===== src/rtl/cpu_pkg.sv =====
// Shared CPU pipeline definitions: control bundle layout and datapath
// payload field positions used by every pipe_stage_reg instance.
package cpu_pkg;

    localparam int CPU_DATA_W = 96;
    localparam int CPU_CTRL_W = 16;

    localparam int CTRL_S_B_LSB       = 0;
    localparam int CTRL_S_DATA_W_LSB  = 2;
    localparam int CTRL_ALUOP_LSB     = 4;
    localparam int CTRL_MEM_WRITE_BIT = 8;
    localparam int CTRL_REG_WRITE_BIT = 9;
    localparam int CTRL_S_NPC_LSB     = 10;
    localparam int CTRL_S_NUM_W_LSB   = 12;
    localparam int CTRL_MEM_READ_BIT  = 14;

    typedef struct packed {
        logic       rsvd;
        logic       mem_read;
        logic [1:0] s_num_write;
        logic [1:0] s_npc;
        logic       reg_write;
        logic       mem_write;
        logic [3:0] aluop;
        logic [1:0] s_data_write;
        logic [1:0] s_b;
    } ctrl_t;

    localparam int DATA_NPC_LSB   = 0;
    localparam int DATA_NPC_W     = 32;
    localparam int DATA_IMM_LSB   = 32;
    localparam int DATA_IMM_W     = 32;
    localparam int DATA_RS1_LSB   = 64;
    localparam int DATA_RS2_LSB   = 69;
    localparam int DATA_RD_LSB    = 74;
    localparam int DATA_REG_W     = 5;
    localparam int DATA_SHAMT_LSB = 79;
    localparam int DATA_SHAMT_W   = 5;

endpackage


===== src/rtl/pipe_stage_reg_entry.sv =====
// One pipeline slot: valid flag plus payload and control, with
// clear (zero everything), load, and kill (drop valid, keep payload).
module pipe_entry #(
    parameter int DATA_W = 96,
    parameter int CTRL_W = 16
) (
    input  logic              clock,
    input  logic              reset,
    input  logic              clr,
    input  logic              ld,
    input  logic              kill,
    input  logic [DATA_W-1:0] in_data,
    input  logic [CTRL_W-1:0] in_ctrl,
    output logic              valid,
    output logic [DATA_W-1:0] data,
    output logic [CTRL_W-1:0] ctrl
);

    logic              valid_d, valid_q;
    logic [DATA_W-1:0] data_d, data_q;
    logic [CTRL_W-1:0] ctrl_d, ctrl_q;

    always_comb begin
        valid_d = valid_q;
        data_d  = data_q;
        ctrl_d  = ctrl_q;
        if (clr) begin
            valid_d = 1'b0;
            data_d  = '0;
            ctrl_d  = '0;
        end else if (ld) begin
            valid_d = 1'b1;
            data_d  = in_data;
            ctrl_d  = in_ctrl;
        end else if (kill) begin
            valid_d = 1'b0;
        end
    end

    always_ff @(posedge clock or negedge reset) begin
        if (!reset) begin
            valid_q <= 1'b0;
            data_q  <= '0;
            ctrl_q  <= '0;
        end else begin
            valid_q <= valid_d;
            data_q  <= data_d;
            ctrl_q  <= ctrl_d;
        end
    end

    assign valid = valid_q;
    assign data  = data_q;
    assign ctrl  = ctrl_q;

endmodule


===== src/rtl/pipe_stage_reg.sv =====
// Generic valid/ready pipeline stage register with optional skid entry,
// flush, bubble control gating and a saturating stall counter.
module pipe_stage_reg
    import cpu_pkg::*;
#(
    parameter int DATA_W  = CPU_DATA_W,
    parameter int CTRL_W  = CPU_CTRL_W,
    parameter bit SKID_EN = 1'b1,
    parameter int CNT_W   = 16
) (
    input  logic              clock,
    input  logic              reset,
    input  logic              in_valid,
    output logic              in_ready,
    input  logic [DATA_W-1:0] in_data,
    input  logic [CTRL_W-1:0] in_ctrl,
    input  logic              flush,
    output logic              out_valid,
    input  logic              out_ready,
    output logic [DATA_W-1:0] out_data,
    output logic [CTRL_W-1:0] out_ctrl,
    output logic [CNT_W-1:0]  stall_cnt,
    input  logic              stall_clr
);

    logic              head_v, skid_v;
    logic [DATA_W-1:0] head_data, skid_data;
    logic [CTRL_W-1:0] head_ctrl, skid_ctrl;
    logic              drain, accept;
    logic              head_ld, head_kill;
    logic [DATA_W-1:0] head_din;
    logic [CTRL_W-1:0] head_cin;

    assign drain  = head_v & out_ready;
    assign accept = in_valid & in_ready;

    // A full skid implies a full head, so skid always refills head first.
    always_comb begin
        head_ld   = 1'b0;
        head_kill = 1'b0;
        head_din  = in_data;
        head_cin  = in_ctrl;
        if (!flush) begin
            if (skid_v && drain) begin
                head_ld  = 1'b1;
                head_din = skid_data;
                head_cin = skid_ctrl;
            end else if (accept && (!head_v || drain)) begin
                head_ld = 1'b1;
            end else if (drain) begin
                head_kill = 1'b1;
            end
        end
    end

    pipe_entry #(
        .DATA_W (DATA_W),
        .CTRL_W (CTRL_W)
    ) u_head (
        .clock   (clock),
        .reset   (reset),
        .clr     (flush),
        .ld      (head_ld),
        .kill    (head_kill),
        .in_data (head_din),
        .in_ctrl (head_cin),
        .valid   (head_v),
        .data    (head_data),
        .ctrl    (head_ctrl)
    );

    generate
        if (SKID_EN) begin : g_skid
            logic skid_ld, skid_kill, skid_nxt;
            logic rdy_d, rdy_q;

            assign skid_ld   = !flush & accept & head_v & !drain;
            assign skid_kill = !flush & skid_v & drain;

            always_comb begin
                skid_nxt = skid_v;
                if (flush)
                    skid_nxt = 1'b0;
                else if (skid_ld)
                    skid_nxt = 1'b1;
                else if (skid_kill)
                    skid_nxt = 1'b0;
                rdy_d = !skid_nxt;
            end

            always_ff @(posedge clock or negedge reset) begin
                if (!reset)
                    rdy_q <= 1'b1;
                else
                    rdy_q <= rdy_d;
            end

            assign in_ready = rdy_q;

            pipe_entry #(
                .DATA_W (DATA_W),
                .CTRL_W (CTRL_W)
            ) u_skid (
                .clock   (clock),
                .reset   (reset),
                .clr     (flush),
                .ld      (skid_ld),
                .kill    (skid_kill),
                .in_data (in_data),
                .in_ctrl (in_ctrl),
                .valid   (skid_v),
                .data    (skid_data),
                .ctrl    (skid_ctrl)
            );
        end else begin : g_flat
            assign skid_v    = 1'b0;
            assign skid_data = '0;
            assign skid_ctrl = '0;
            assign in_ready  = !head_v | out_ready;
        end
    endgenerate

    assign out_valid = head_v;
    assign out_data  = head_data;
    assign out_ctrl  = head_v ? head_ctrl : '0;

    logic [CNT_W-1:0] stall_cnt_d, stall_cnt_q;

    always_comb begin
        stall_cnt_d = stall_cnt_q;
        if (stall_clr)
            stall_cnt_d = '0;
        else if (head_v && !out_ready && !(&stall_cnt_q))
            stall_cnt_d = stall_cnt_q + 1'b1;
    end

    always_ff @(posedge clock or negedge reset) begin
        if (!reset)
            stall_cnt_q <= '0;
        else
            stall_cnt_q <= stall_cnt_d;
    end

    assign stall_cnt = stall_cnt_q;

endmodule


===== config.mk =====
export PLATFORM = sky130hd
export DESIGN_NAME = pipe_stage_reg
export DESIGN_NICKNAME = d
export VERILOG_FILES = /design/src/rtl/cpu_pkg.sv /design/src/rtl/pipe_stage_reg_entry.sv /design/src/rtl/pipe_stage_reg.sv
export SDC_FILE = /design/constraint.sdc
export NUM_CORES = 1
export LEC_CHECK = 0
export CORE_MARGIN = 5
export CORE_UTILIZATION = 56
export CTS_CLUSTER_DIAMETER = 120
export DETAILED_ROUTE_END_ITERATION = 6
export PLACE_DENSITY = 0.89
export SYNTH_ARGS = -nofsm -noshare
export SYNTH_HDL_FRONTEND = slang
export SYNTH_HIERARCHICAL = 1
export SYNTH_SLANG_ARGS = --single-unit

===== constraint.sdc =====
create_clock -name clock -period 3.7 [get_ports clock]
set_clock_uncertainty 0.15 [all_clocks]
set_input_delay 0.925 -clock clock [delete_from_list [all_inputs] [get_ports clock]]
set_output_delay 0.925 -clock clock [all_outputs]
set_load 0.02 [all_outputs]

==> out/results.ini <==
[run_status]
outcome = finished clean

[logic_synthesis]
synthTopCellsByArea = dfrtp_1, mux2i_1, mux2_2, nor2_1, buf_8
async_reset_ff_share_pct = 100
yosysMostFrequentCell = dfrtp_1
yosysSeqAreaShare_pct = 52.0
syn_nets = 1106
ys_warn_count = 6
synth_top_area_share_pct = 51.8
synth_top_area_cell = dfrtp_1
synth_seq_cells = 243
syn_inst = 987
yosys-top-cells-count = dfrtp_1, nor2_1, mux2i_1
netlist_area_um2 = 11700
synth-main-ff-cell = dfrtp_1
synth.avg_cell_area_um2 = 11.9
synth_edf_count = 0
synth_cell_types = 44

[clock_network]
clk_path_buf_depth = 3
post_cts_buffers = 0
cts_max_level = 1
insertion_delay_ns = 0.51
cts_resized = 0
cts_sinks = 243
cts_hold_buffers = 0
numCtsBuffers = 26
root_buffer = clkbuf_16
cts_tree = done
clk_pin_slew_ns = 0.06

[grt]
grt_pass1_wl_mm = 46.8
grt_max_degree = 102
first_global_vias = 8747
antenna_found_initial = 0
grt.total_usage_pct = 23.5
grt-ovfl-total = 0

[finish]
final_nets = 1329
diodes = 0
syn2layout_area_growth_pct = 29.8
postLayoutCoreUtil_pct = 74.3
drive_above_1_share_pct = 15.5

[setup_path]
path_class = reg2out
end_kind = primary output
crit_arrival_ns = 2.24
worstSetupStartpoint = u_head/valid
slowest_delay_ns = 0.71
critPathSlowestCell = dfrtp_1
crit_fanout = 14
crit_chain = buf_4 > and2_1 > clkdlybuf4s50_1
cp_data_required_time_ns = 2.62
startpoint_type = flip-flop
reg2reg_from = u_head/valid

[routing]
vias_per_cell = 5.49
num_vias = 8234
postRouteAntennaNets = 0
wl_met3_mm = 2.20
wl_per_cell_um = 19.0
drt_iter0_markers = 502
met1_length_mm = 11.8
drt-pass1-iter-count = 5
dr_wl_met2_mm = 14.0
top_layer = met4
drc_errors = 0
routed_wirelength_mm = 28.5

[pwr]
ir_worst_vdd_v = 0.000346
cellPowerDensity_nw_per_um2 = 409
power_mw = 6.20
leakagePower_nw = 6.49

[sta]
setup_ws_ns = 0.384
slew_violations = 0
grt_setup_unrepaired = no
hold_viol = 0
maxSlewHeadroom_pct = 30.0
period_needed_ns = 3.32
final.period_utilization_pct = 89.6
whs_ns = 0.220
finalSetupViolCount = 0
setup_tns_ns = 0
fmax_ghz = 0.302
tightest_slew_ns = 1.05

[placement]
gp_congestion = 0.829
port_buffers = 247
dp_hpwl_mm = 18.2
pre_cts_ws_ns = 0.499

[floorplanning]
fp.dieH_um = 155
core_area_um2 = 20400
rows = 52
dieArea_um2 = 23900
pin_count = 248
start_util_pct = 57.3
dieWidth_um = 155

[run]
maxCapViolCount = 0

[min_path]
worstHoldPathType = in2async

## worst max-delay path: cells and delay by family (launching register included)
kind	cells	cell delay (ns)
buffers and inverters	2	0.87
DFF	1	0.71
and+or+nand+nor	1	0.15
## cells in the final DEF (no fill, tap or decap), drive strengths merged, types with 2 or more instances in the layout
master	netlist	layout
nand2b	4	4
mux2	120	120
nor2	237	237
clkdlybuf4s50	0	245
o41ai	2	2
bufinv	0	2
nor2b	7	7
clkinv	0	4
mux2i	225	225
and2	18	18
o31ai	3	3
nand2	6	6
dfrtp	242	242
o21ai	2	2
nand4	4	4
or3	2	2
inv	6	6
and3	3	3
buf	56	20
a21oi	12	12
a211oi	3	3
nor3	2	2
a2111oi	2	2
or4	4	4
nand3	5	5
clkbuf	14	42
## where the power goes
group	internal (mW)	total, mW	leakage [nW]	switching (mW)
registers	2.73	2.78	3.34	0.0507
clock network	1.65	2.68	0.448	1.03
logic	0.369	0.737	2.69	0.367
total	4.75	6.20	6.49	1.45
## through the flow
step	cell area [µm²]	instances
after global routing	15200	1500
after floorplan	11700	987
after global placement	14300	1452
final	15200	1500
after detailed placement	14300	1452
after CTS	15200	1500
## metal layers
layer,vias up,GRT usage (%)
li1,3817,-
met1,4108,31.5
met2,272,38.7
met3,37,6.87
met4,0,4.54
met5,-,0
## registers in the layout (all words and copies together), names as in the netlist
signal               cells
u_head/data             96
g_skid.u_skid/data      96
u_head/ctrl             16
u_head/valid             1
g_skid.u_skid/ctrl      16
in_ready                 1
g_skid.u_skid/valid      1
stall_cnt               16
## area by class of cell
type	count	area [µm²]
tap	270	338
clock inverter	6	80.1
clock buffer	42	822
sequential	243	6080
inverter	6	22.5
fill	1378	5250
timing repair buffer	265	2750
multi-input combinational	668	5080
## path summary, 6_finish.rpt
| kind | to | slack [ns] | depth (start not counted) |
|---|---|---|---|
| hold / removal | g_skid.u_skid/data[78] | 0.22 | 1 |
| setup reg to reg | u_head/data[45] | 1.24 | 5 |
| max in group asynchronous | g_skid.u_skid/data[53] | 2.40 | 2 |
| hold reg to reg | u_head/ctrl[9] | 0.36 | 2 |
| min in group clock | u_head/ctrl[9] | 0.36 | 2 |
| setup / recovery | out_ctrl[11] | 0.38 | 3 |
## logic make-up (layout without fill, tap and decap cells)
group | after synthesis | after routing | share of synthesized area (%)
simple gates | 295 | 295 | 10.8
mux | 345 | 345 | 30.8
flops | 243 | 243 | 52.0
compound gates | 27 | 27 | 1.54
fa+ha+maj | 1 | 1 | 0.107
buf+inv | 76 | 319 | 4.75
Power figures use the tool's default switching activity.
